### config.mk
export PLATFORM = sky130hd
export DESIGN_NAME = prioritized_burst_arbiter_flat
export DESIGN_NICKNAME = d
export VERILOG_FILES = /design/src/rtl/prioritized_burst_arbiter_if.sv /design/src/rtl/prioritized_burst_arbiter.sv /design/src/flat_wrapper.sv
export SDC_FILE = /design/constraint.sdc
export NUM_CORES = 1
export LEC_CHECK = 0
export BUFFER_PORTS_ARGS = -buffer_cell sky130_fd_sc_hd__buf_2
export CELL_PAD_IN_SITES_DETAIL_PLACEMENT = 2
export CELL_PAD_IN_SITES_GLOBAL_PLACEMENT = 2
export CORE_MARGIN = 4
export CORE_UTILIZATION = 30
export DETAILED_ROUTE_END_ITERATION = 8
export PLACE_DENSITY = 0.77
export SYNTH_ARGS = -nofsm -noshare
export SYNTH_HDL_FRONTEND = slang
export SYNTH_SLANG_ARGS = --single-unit
### constraint.sdc
create_clock -name i_clk -period 4.2 [get_ports i_clk]
set_input_delay 0.21 -clock i_clk [delete_from_list [all_inputs] [get_ports i_clk]]
set_output_delay 0.21 -clock i_clk [all_outputs]
set_load 0.1 [all_outputs]
### src/rtl/prioritized_burst_arbiter_if.sv
// ---------------------------------------------------------------------------
// prioritized_burst_arbiter_if
//   Bundle of request/priority/done inputs and grant outputs shared between
//   the requester/resource side and the arbiter.
//   Handshake: a requester holds i_request[i] high until it is granted
//   (it may drop it earlier to withdraw). A grant is held while
//   o_grant_valid is high. It is released only by a one-cycle i_done pulse
//   from the resource; requests are not consulted while a grant is held.
//   Signals:
//     i_request       per-requester request level
//     i_priority      per-requester priority (larger = more urgent)
//     i_done          resource finished the current burst (pulse)
//     o_grant_valid   a grant is held
//     o_grant         index of current grantee
//     o_grant_onehot  one-hot of o_grant, zero when no grant is held
//   Modports: master = requester/resource side, slave = arbiter.
// ---------------------------------------------------------------------------
interface prioritized_burst_arbiter_if #(
    parameter int REQUEST_WIDTH  = 4,
    parameter int PRIORITY_WIDTH = 2,
    parameter int GRANT_WIDTH    = (REQUEST_WIDTH == 1) ? 1 : $clog2(REQUEST_WIDTH)
);
    logic [REQUEST_WIDTH-1:0]                     i_request;
    logic [REQUEST_WIDTH-1:0][PRIORITY_WIDTH-1:0] i_priority;
    logic                                         i_done;
    logic                                         o_grant_valid;
    logic [GRANT_WIDTH-1:0]                       o_grant;
    logic [REQUEST_WIDTH-1:0]                     o_grant_onehot;

    modport master (
        output i_request, i_priority, i_done,
        input  o_grant_valid, o_grant, o_grant_onehot
    );

    modport slave (
        input  i_request, i_priority, i_done,
        output o_grant_valid, o_grant, o_grant_onehot
    );
endinterface

### src/rtl/prioritized_burst_arbiter.sv
// ---------------------------------------------------------------------------
// prioritized_burst_arbiter
//   Shares one burst-oriented resource between REQUEST_WIDTH requesters.
//   Winner selection: aged requesters first, then highest priority, then
//   round robin starting after the last grantee; remaining ties go to the
//   lowest index. A grant is held until the resource pulses i_done.
//   Ports:
//     i_clk        clock
//     i_rst_n      synchronous active-low reset
//     bus          slave modport of prioritized_burst_arbiter_if
//     o_dbg_state  current FSM state (0 = IDLE, 1 = HOLD)
// ---------------------------------------------------------------------------
module prioritized_burst_arbiter #(
    parameter int REQUEST_WIDTH  = 4,
    parameter int GRANT_WIDTH    = (REQUEST_WIDTH == 1) ? 1 : $clog2(REQUEST_WIDTH),
    parameter int PRIORITY_WIDTH = 2,
    parameter int AGE_LIMIT      = 8,
    parameter int AGE_WIDTH      = $clog2(AGE_LIMIT + 1)
) (
    input  logic                        i_clk,
    input  logic                        i_rst_n,
    prioritized_burst_arbiter_if.slave  bus,
    output logic                        o_dbg_state
);

    localparam int KEY_WIDTH = PRIORITY_WIDTH + 2;

    typedef enum logic {
        ST_IDLE = 1'b0,
        ST_HOLD = 1'b1
    } state_e;

    state_e                               state_q, state_d;
    // grant_q doubles as the round-robin last-grant pointer; o_grant is only
    // meaningful while o_grant_valid is high.
    logic [GRANT_WIDTH-1:0]               grant_q, grant_d;
    logic [REQUEST_WIDTH-1:0][AGE_WIDTH-1:0] age_q, age_d;

    logic [REQUEST_WIDTH-1:0]             aged;
    logic                                 arb_event;
    logic [GRANT_WIDTH-1:0]               winner;
    logic                                 found;
    logic [KEY_WIDTH-1:0]                 best_key;
    logic [KEY_WIDTH-1:0]                 cand_key;
    logic                                 rr_bit;

    always_comb begin
        for (int i = 0; i < REQUEST_WIDTH; i++) begin
            aged[i] = (age_q[i] == AGE_WIDTH'(AGE_LIMIT));
        end
    end

    // Winner search. A strictly-greater compare while scanning upward means
    // equal keys resolve to the lowest index, which together with the
    // (i > last_grant) bit gives round robin that wraps to index 0.
    always_comb begin
        winner   = '0;
        found    = 1'b0;
        best_key = '0;
        cand_key = '0;
        rr_bit   = 1'b0;
        for (int i = 0; i < REQUEST_WIDTH; i++) begin
            rr_bit   = (REQUEST_WIDTH > 1) && (GRANT_WIDTH'(i) > grant_q);
            cand_key = {aged[i], bus.i_priority[i], rr_bit};
            if (bus.i_request[i] && (!found || (cand_key > best_key))) begin
                found    = 1'b1;
                best_key = cand_key;
                winner   = GRANT_WIDTH'(i);
            end
        end
    end

    // FSM next state. i_done re-arbitrates in the same cycle so a waiting
    // requester gets the resource with no idle bubble.
    always_comb begin
        state_d   = state_q;
        grant_d   = grant_q;
        arb_event = 1'b0;
        case (state_q)
            ST_IDLE: begin
                if (|bus.i_request) begin
                    arb_event = 1'b1;
                    state_d   = ST_HOLD;
                end
            end
            ST_HOLD: begin
                if (bus.i_done) begin
                    if (|bus.i_request) begin
                        arb_event = 1'b1;
                    end else begin
                        state_d = ST_IDLE;
                    end
                end
            end
            default: state_d = ST_IDLE;
        endcase
        if (arb_event) begin
            grant_d = winner;
        end
    end

    // Ages: cleared whenever a requester is idle; otherwise only change on
    // arbitration events (winner cleared, losers count up to AGE_LIMIT).
    always_comb begin
        for (int i = 0; i < REQUEST_WIDTH; i++) begin
            age_d[i] = age_q[i];
            if (!bus.i_request[i]) begin
                age_d[i] = '0;
            end else if (arb_event) begin
                if (winner == GRANT_WIDTH'(i)) begin
                    age_d[i] = '0;
                end else if (!aged[i]) begin
                    age_d[i] = age_q[i] + AGE_WIDTH'(1);
                end
            end
        end
    end

    always_ff @(posedge i_clk) begin
        if (!i_rst_n) begin
            state_q <= ST_IDLE;
            grant_q <= '0;
            age_q   <= '0;
        end else begin
            state_q <= state_d;
            grant_q <= grant_d;
            age_q   <= age_d;
        end
    end

    always_comb begin
        bus.o_grant_valid = (state_q == ST_HOLD);
        bus.o_grant       = grant_q;
        for (int i = 0; i < REQUEST_WIDTH; i++) begin
            bus.o_grant_onehot[i] = (state_q == ST_HOLD) && (grant_q == GRANT_WIDTH'(i));
        end
    end

    assign o_dbg_state = state_q;

endmodule

### src/flat_wrapper.sv
// flat-port wrapper written by rule: the top's interface ports become plain ports
module prioritized_burst_arbiter_flat 
#(
    parameter int REQUEST_WIDTH  = 4,
    parameter int GRANT_WIDTH    = (REQUEST_WIDTH == 1) ? 1 : $clog2(REQUEST_WIDTH),
    parameter int PRIORITY_WIDTH = 2,
    parameter int AGE_LIMIT      = 8,
    parameter int AGE_WIDTH      = $clog2(AGE_LIMIT + 1)
)
  (i_clk, i_rst_n, o_dbg_state, bus_i_request, bus_i_priority, bus_i_done, bus_o_grant_valid, bus_o_grant, bus_o_grant_onehot);
  prioritized_burst_arbiter_if #(.REQUEST_WIDTH(REQUEST_WIDTH), .PRIORITY_WIDTH(PRIORITY_WIDTH), .GRANT_WIDTH(GRANT_WIDTH)) bus_i ();
  input  logic i_clk;
  input  logic i_rst_n;
  output logic o_dbg_state;
  input wire logic [$bits(bus_i.i_request)-1:0] bus_i_request;
  input wire logic [$bits(bus_i.i_priority)-1:0] bus_i_priority;
  input wire logic [$bits(bus_i.i_done)-1:0] bus_i_done;
  output wire logic [$bits(bus_i.o_grant_valid)-1:0] bus_o_grant_valid;
  output wire logic [$bits(bus_i.o_grant)-1:0] bus_o_grant;
  output wire logic [$bits(bus_i.o_grant_onehot)-1:0] bus_o_grant_onehot;
  assign bus_i.i_request = bus_i_request;
  assign bus_i.i_priority = bus_i_priority;
  assign bus_i.i_done = bus_i_done;
  assign bus_o_grant_valid = bus_i.o_grant_valid;
  assign bus_o_grant = bus_i.o_grant;
  assign bus_o_grant_onehot = bus_i.o_grant_onehot;
  prioritized_burst_arbiter #(.REQUEST_WIDTH(REQUEST_WIDTH), .GRANT_WIDTH(GRANT_WIDTH), .PRIORITY_WIDTH(PRIORITY_WIDTH), .AGE_LIMIT(AGE_LIMIT), .AGE_WIDTH(AGE_WIDTH)) u_core (.i_clk(i_clk), .i_rst_n(i_rst_n), .bus(bus_i), .o_dbg_state(o_dbg_state));
endmodule
==> results of run 1 <==
==> cell families (layout without fill, tap and decap cells) <==
group           after synthesis  after routing  share of synthesized area [%]
simple gates                 71             71                           24.3
mux                           6              6                           4.24
buf+inv                      22             73                           6.40
compound gates               47             47                           21.1
fa+ha+maj                    19             19                           15.8
flops                        19             19                           25.2
xor+xnor                      5              5                           2.91
==> cell usage in the layout (no fill, tap or decap), types with 3 or more instances in the layout <==
cell,synthesis,final
sky130_fd_sc_hd__nand3_1,5,5
sky130_fd_sc_hd__nand2_1,20,19
sky130_fd_sc_hd__clkbuf_8,0,3
sky130_fd_sc_hd__dfxtp_2,0,4
sky130_fd_sc_hd__buf_2,2,22
sky130_fd_sc_hd__a21o_1,3,3
sky130_fd_sc_hd__nand4_1,6,6
sky130_fd_sc_hd__nor2_1,16,13
sky130_fd_sc_hd__inv_1,14,12
sky130_fd_sc_hd__buf_4,1,30
sky130_fd_sc_hd__o21ai_0,8,4
sky130_fd_sc_hd__a21oi_1,14,8
sky130_fd_sc_hd__ha_1,19,13
sky130_fd_sc_hd__o21ai_2,0,3
sky130_fd_sc_hd__ha_4,0,6
sky130_fd_sc_hd__and2_1,4,4
sky130_fd_sc_hd__dfxtp_1,19,15
sky130_fd_sc_hd__nor2b_1,5,3
sky130_fd_sc_hd__buf_6,1,3
sky130_fd_sc_hd__a21oi_2,0,5
sky130_fd_sc_hd__nor2_2,0,3
sky130_fd_sc_hd__xor2_1,3,3
==> registers in the layout, summed over array words and instances (netlist names) <==
signal and count:
u_core.age_q 16, u_core.bus.o_grant_valid 1, u_core.bus.o_grant 2
==> power groups by stage <==
stage	clock [W]	combinational, W	sequential (W)
floorplan	0	0.000130	0.000224
global placement	0	0.000217	0.000203
detailed placement	0	0.000226	0.000203
CTS	0.000141	0.000267	0.000199
global route	0.000149	0.000320	0.000201
finish	0.000138	0.000298	0.000200
==> tightest hold or removal path, stage by stage <==
cell,delay [ns]
sky130_fd_sc_hd__buf_2,0.17
sky130_fd_sc_hd__o21ai_0,0.09
sky130_fd_sc_hd__a31oi_1,0.04
==> per-stage QoR <==
stage / instance area (um2) / std cells / setup TNS (ns) / setup WS (ns)
after floorplan: 1540 / 189 / 0 / 0.00505
after global placement: 1850 / 293 / -0.232 / -0.0290
after detailed placement: 1850 / 293 / -5.46 / -0.375
after CTS: 2100 / 305 / -0.992 / -0.108
after global routing: 2170 / 307 / -5.66 / -0.387
final: 2170 / 307 / -1.95 / -0.211
==> per-layer routing <==
metal  GRT usage [%]  up-vias  wire [um]
met5               0        -          0
met1            22.9      820       2440
met2            41.2       17       3570
met3            3.40       12        118
met4            7.73        0        152
li1                -      769          -
==> cell type report <==
class / instances / area [um2]
clock buffers: 4 / 45.0
fillers: 537 / 2610
inverters: 14 / 52.6
multi-input cells: 148 / 1240
flip-flops and latches: 19 / 385
well taps: 67 / 83.8
repair buffers: 55 / 369
==> worst max path at each step <==
stage,startpoint,to,depth (start not counted)
floorplan,u_core.age_q[0],u_core.age_q[12],22
global placement,u_core.age_q[4],u_core.age_q[13],21
detailed placement,u_core.age_q[1],u_core.age_q[12],21
CTS,u_core.age_q[0],u_core.age_q[5],21
global route,u_core.age_q[1],u_core.age_q[12],22
finish,u_core.age_q[1],u_core.age_q[12],21
==> timing repair <==
| item | 4_1_cts | 5_1_grt |
|---|---|---|
| gates resized for setup | 30 | 14 |
| setup endpoints to repair | 18 | 18 |
| setup buffers | 9 | 2 |
| hold endpoints to repair | 0 | 0 |
| pin swaps | 19 | 6 |
==> PnR_summary.wiki, run 1 <==
{| class="wikitable"
! Metric !! Value
|-
| Status || complete, but fails checks
|-
| Violated checks || setup timing
|-
| Combinational group share of total power || 46.9%
|-
| Most used standard cell by instance count after synthesis || sky130_fd_sc_hd__nand2_1
|-
| Number of warnings issued by yosys || 0
|-
| Endpoint of the worst-slack reg-to-reg timing path || u_core.age_q[12]
|-
| Net total in the final layout || 275
|-
| Fraction of final layout cells with drive strength greater than 1 || 45.8%
|-
| Maximum number of pins on one net before global-route repair || 15
|-
| Number of vias per cell after detailed routing || 5.27
|-
| EDFF count, synth || 0
|-
| Peak ir drop on the vdd network || 0.000141 V
|-
| Sequential Power Share || 31.4%
|-
| DRC Markers || 0
|-
| Tot Pwr || 0.000636 W
|-
| Cts hold-fix bufs || 0
|-
| Min-Delay Endpoint || u_core.bus.o_grant[1]
|-
| Worst clock skew || 0.00677 ns
|-
| Post-synthesis sequential element count || 19
|-
| Layout overhead on the synthesized area || 44.3%
|-
| Dominant cell type by area after synthesis || sky130_fd_sc_hd__dfxtp_1
|-
| Normalized max-slew margin || 22.8%
|-
| Most area-consuming cells after synthesis || sky130_fd_sc_hd__dfxtp_1 25%, sky130_fd_sc_hd__ha_1 16%, sky130_fd_sc_hd__nand2_1 5.0%, sky130_fd_sc_hd__a21oi_1 4.7%, sky130_fd_sc_hd__nor2_1 4.0%
|-
| Starting utilization of the core area || 31.5%
|-
| RSZ-0062 raised after global routing || yes
|-
| Clk slew on worst S/H paths || 0.08 ns
|-
| Min Clock Period, post-route || 4.41 ns
|-
| Routed length per instance || 20.5 um
|-
| Count of endpoints failing hold in the final timing report || 0
|-
| X dimension of the die || 78.9 um
|-
| Total wire length after detailed routing || 6280 um
|-
| Slowest CP cell || sky130_fd_sc_hd__mux2_4
|-
| Post-Synthesis Net Count || 223
|-
| Detailed placer's ending HPWL || 4090 um
|-
| Cell internal pwr || 0.000377 W
|-
| Gate count of the mapped netlist || 189
|-
| Share of async-settable or async-resettable flops after synthesis || 0%
|-
| Worst hold path startpoint || i_rst_n
|-
| Wire length of the first global-routing pass || 9960 um
|-
| Cell chain of the critical path || inv_2 > ha_4 > and3b_2 > nand2_2 > ha_4 > nand4_1 > o21ai_2 > a31oi_4 > mux2_4 > ha_4 > o211ai_1 > a31o_2 > buf_6 > buf_4 > a21o_1 > ha_4 > nand4_1 > o21ai_2 > a31oi_2 > or3_4 > o22ai_1
|-
| Crit path top cell by count || sky130_fd_sc_hd__ha_4
|-
| Delay of the slowest critical-path stage || 0.37 ns
|-
| # port buffers || 22
|-
| Worst path required time || 4.39 ns
|-
| Worst-path fanout max || 5
|-
| Switching power as a share of total power || 40.7%
|-
| Number of max-slew violations in the final report || 0
|-
| Cell class contributing the biggest share of worst-path delay || compound AO/OA/AOI/OAI gates
|-
| Clock Power Share || 21.6%
|-
| Router iterations before antenna repair || 4
|-
| CTS tree || yes
|-
| Number of antenna violations at the first check in global routing || 0
|-
| Total CTS buffers || 3
|-
| Worst path buffer plus inverter count || 3
|-
| Slack of the worst reg-to-reg path || -0.21 ns
|-
| Upper clock frequency limit || 227 MHz
|-
| Vias in the first global route || 1835
|-
| Worst reg2reg path depth || 21
|-
| Final antenna diode count || 0
|-
| Sequential element share of the synthesized area || 25.2%
|-
| Initial drt markers || 46
|-
| Hold slack final || 0.274 ns
|-
| Arrival time of data at the critical path endpoint || 4.60 ns
|-
| Most frequent cells after synthesis || 20 x sky130_fd_sc_hd__nand2_1, 19 x sky130_fd_sc_hd__dfxtp_1, 19 x sky130_fd_sc_hd__ha_1
|-
| HP Class || input pin to flop
|-
| Row Count || 25
|-
| Most frequently used flop master after synthesis || sky130_fd_sc_hd__dfxtp_1
|-
| Number of sinks handled by clock tree synthesis || 19
|-
| Slew @ Worst Pin || 1.16 ns
|-
| Final setup violating endpoints || 17
|-
| Setup CP Type || flop to flop
|-
| Synthesized area per cell || 7.97 um2
|-
| Type of destination of the critical path || flop
|-
| Area share of the largest cell type after synthesis || 25.2%
|-
| Leftover overflow at the end of global routing || 0
|-
| Type of element launching the critical path || flop
|-
| Total leakage power || 0.935 nW
|-
| Area of the mapped netlist || 1510 um2
|-
| Max Cap Violations || 0
|-
| Vias || 1618
|-
| Source-to-sink clock delay at the later pin of the worst-skew pair || 0.27 ns
|-
| Antenna Nets Post-Route || 0
|-
| Last weighted congestion value of the routability-driven placer || 0.716
|-
| Core ar. || 4790 um2
|-
| Die outline height || 78.9 um
|-
| CTS Root Cell || sky130_fd_sc_hd__clkbuf_8
|-
| Final standard cell utilization of the core || 45.4%
|-
| Buffer depth of the longest clock path || 2
|-
| Global router's overall resource usage || 21.2%
|-
| Distinct cell type count of the synthesized netlist || 47
|-
| Net switching power || 0.000259 W
|-
| Worst reg2reg path startpoint || u_core.age_q[1]
|-
| Power Density || 293 nW/um2
|-
| Die area || 6220 um2
|-
| H-tree Lvls || 1
|-
| Final critical-path share of the clock period || 105%
|-
| Final Worst Setup Slack || -0.211 ns
|-
| Number of placed I/O pins || 23
|-
| Min-Delay Path Depth || 3
|}
Note: power is estimated with default switching activity, not from simulation.
==> run 2: changes to the inputs <==
Settings changed: CORE_ASPECT_RATIO set to 0.8, CORE_UTILIZATION 30 to 35, PLACE_DENSITY 0.77 to 0.84.
Clock period 4.2 ns to 5.7 ns, I/O delays scaled along.
==> run 2 against run 1 <==
  * The run now ends clean
  * Cell area is 22% lower
  * Combinational power fell by 51%
  * Final cell count shrank 14%
  * Clock skew down 0.00092 ns
  * Utilization is 5.0 points lower
  * Critical path type unchanged
==> PnR_summary.wiki, run 2 (synthesis gave the netlist of run 1 again) <==
{| class="wikitable"
! Metric !! Value
|-
| Max FFs per register || 16
|-
| Min Clock Period, post-route || 5.38 ns
|-
| Worst reg2reg path depth || 21
|-
| Antenna Nets Post-Route || 0
|-
| Vias || 1456
|-
| Leading cell types in the layout, fill and taps excluded || 22 x sky130_fd_sc_hd__buf_2, 20 x sky130_fd_sc_hd__nand2_1, 19 x sky130_fd_sc_hd__ha_1, 19 x sky130_fd_sc_hd__dfxtp_1, 16 x sky130_fd_sc_hd__nor2_1
|-
| Endpoint of the worst-slack reg-to-reg timing path || u_core.age_q[2]
|-
| Cell chain of the critical path || inv_1 > ha_1 > and3b_1 > nand2_1 > ha_1 > nand4_1 > o21ai_0 > a31oi_2 > mux2_2 > ha_1 > nand4_1 > o21ai_0 > a31o_2 > nor2_1 > a21o_1 > ha_1 > nor2b_1 > o211ai_1 > a31oi_1 > o41ai_2 > nor2_1
|-
| Number of vias per cell after detailed routing || 5.52
|-
| Core ar. || 4180 um2
|-
| Type of element launching the critical path || flop
|-
| Router iterations before antenna repair || 4
|-
| Worst path buffer plus inverter count || 1
|-
| Routed length per instance || 19.1 um
|-
| Number of max-slew violations in the final report || 0
|-
| Final antenna diode count || 0
|-
| DRC Markers || 0
|-
| Layout overhead on the synthesized area || 12.1%
|-
| Vias in the first global route || 1677
|-
| X dimension of the die || 81.4 um
|-
| Cell class contributing the biggest share of worst-path delay || compound AO/OA/AOI/OAI gates
|-
| Status || complete, no violations
|-
| CTS Root Cell || sky130_fd_sc_hd__clkbuf_8
|-
| Number of antenna violations at the first check in global routing || 0
|-
| Total wire length after detailed routing || 5050 um
|-
| Total leakage power || 0.727 nW
|-
| Upper clock frequency limit || 186 MHz
|-
| Wire length of the first global-routing pass || 8600 um
|-
| Initial drt markers || 60
|-
| Post-layout instance count excluding filler cells || 264
|-
| H-tree Lvls || 1
|-
| Worst-path fanout max || 12
|-
| Slew @ Worst Pin || 1.20 ns
|-
| Number of gates given a new drive strength after cts || 0
|-
| Global router's overall resource usage || 21.0%
|-
| Maximum number of pins on one net before global-route repair || 15
|-
| Final setup violating endpoints || 0
|-
| Placed cell count || 260
|-
| Type of destination of the critical path || flop
|-
| Arrival time of data at the critical path endpoint || 5.52 ns
|-
| CTS tree || yes
|-
| Die outline height || 66.7 um
|-
| Fraction of final layout cells with drive strength greater than 1 || 18.8%
|-
| Leftover overflow at the end of global routing || 0
|-
| Start point of the critical path || u_core.age_q[0]
|-
| Cts hold-fix bufs || 0
|-
| Clk slew on worst S/H paths || 0.08 ns
|-
| Hold slack final || 0.349 ns
|-
| Delay of the slowest critical-path stage || 0.53 ns
|-
| Register ranked first by flip-flop count || u_core.age_q
|-
| Normalized max-slew margin || 20.0%
|-
| Die area || 5420 um2
|-
| Final standard cell utilization of the core || 40.4%
|-
| Slack of the worst reg-to-reg path || 0.32 ns
|-
| Most common cell after layout, fill and taps aside || sky130_fd_sc_hd__buf_2
|-
| Tot Pwr || 0.000396 W
|-
| Worst path required time || 5.84 ns
|-
| Count of endpoints failing hold in the final timing report || 0
|-
| Final critical-path share of the clock period || 94.4%
|-
| Number of sinks handled by clock tree synthesis || 19
|-
| Number of placed I/O pins || 23
|-
| HP Class || input pin to flop
|-
| Crit path top cell by count || sky130_fd_sc_hd__ha_1
|-
| Slowest CP cell || sky130_fd_sc_hd__o41ai_2
|-
| Setup CP Type || flop to flop
|-
| Post-CTS Setup Bufs || 0
|-
| Row Count || 21
|-
| Buffer depth of the longest clock path || 2
|-
| Worst reg2reg path startpoint || u_core.age_q[0]
|-
| Min-Delay Path Depth || 2
|-
| Peak ir drop on the vdd network || 0.000113 V
|-
| Capturing element of the worst setup path || u_core.age_q[2]
|-
| Max Cap Violations || 0
|-
| Setup TNS || 0 ns
|-
| RSZ-0062 raised after global routing || no
|-
| Detailed placer's ending HPWL || 3730 um
|-
| Number of logic stages on the critical path including buffering || 21
|-
| Last weighted congestion value of the routability-driven placer || 0.847
|-
| Source-to-sink clock delay at the later pin of the worst-skew pair || 0.27 ns
|-
| # port buffers || 22
|-
| Total CTS buffers || 3
|-
| Power Density || 234 nW/um2
|-
| Worst clock skew || 0.00585 ns
|-
| Starting utilization of the core area || 36.1%
|-
| Net total in the final layout || 242
|}
run 2: cell types whose count changed in the layout (fill, tap and decap cells not counted), sizes merged:
| cell | change |
|---|---|
| buf | -33 |
run 2: where the power goes:
group          leakage, nW  internal [W]  switching (W)  total (W)
Sequential           0.155      0.000138     0.00000930   0.000148
Clock               0.0228     0.0000500      0.0000520   0.000102
Combinational        0.550     0.0000427       0.000103   0.000146
Total                0.727      0.000231       0.000165   0.000396
run 2: worst register-to-register path, delay by kind of cell, from the launching register on:
kind / cells / cell delay, ns
AO/OA/AOI/OAI: 8 / 2.37
adder cells (fa/ha/maj): 4 / 1.08
AND/OR/NAND/NOR: 7 / 0.90
multiplexers: 1 / 0.42
flip-flops: 1 / 0.41
buffers and inverters: 1 / 0.08
run 2: how the worst min path moves through the flow:
stage | startpoint | end
CTS | i_rst_n | u_core.bus.o_grant_valid
detailed placement | u_core.age_q[9] | u_core.age_q[9]
floorplan | u_core.age_q[11] | u_core.age_q[11]
finish | i_rst_n | u_core.bus.o_grant_valid
global placement | u_core.age_q[11] | u_core.age_q[11]
global route | i_rst_n | u_core.bus.o_grant_valid
run 2: per-stage QoR:
| step | instance area (um2) | setup WS [ns] |
|---|---|---|
| after global routing | 1690 | 0.0197 |
| final | 1690 | 0.318 |
| after floorplan | 1510 | 1.15 |
| after global placement | 1640 | 0.944 |
| after detailed placement | 1640 | 0.533 |
| after CTS | 1690 | 0.380 |
run 2: cell type report:
class                   instances  area, um2
clock buffers                   4       45.0
multi-input cells             148       1030
repair buffers                 22        110
fillers                       483       2490
inverters                      14       52.6
well taps                      57       71.3
flip-flops and latches         19        380
run 2: routing by layer:
| layer | up-vias | part of all wire, % | global-route usage, % |
|---|---|---|---|
| li1 | 703 | - | - |
| met1 | 711 | 45 | 25.9 |
| met2 | 34 | 49 | 37.4 |
| met3 | 8 | 4.3 | 3.78 |
| met4 | 0 | 1.8 | 5.27 |
| met5 | - | 0 | 0 |
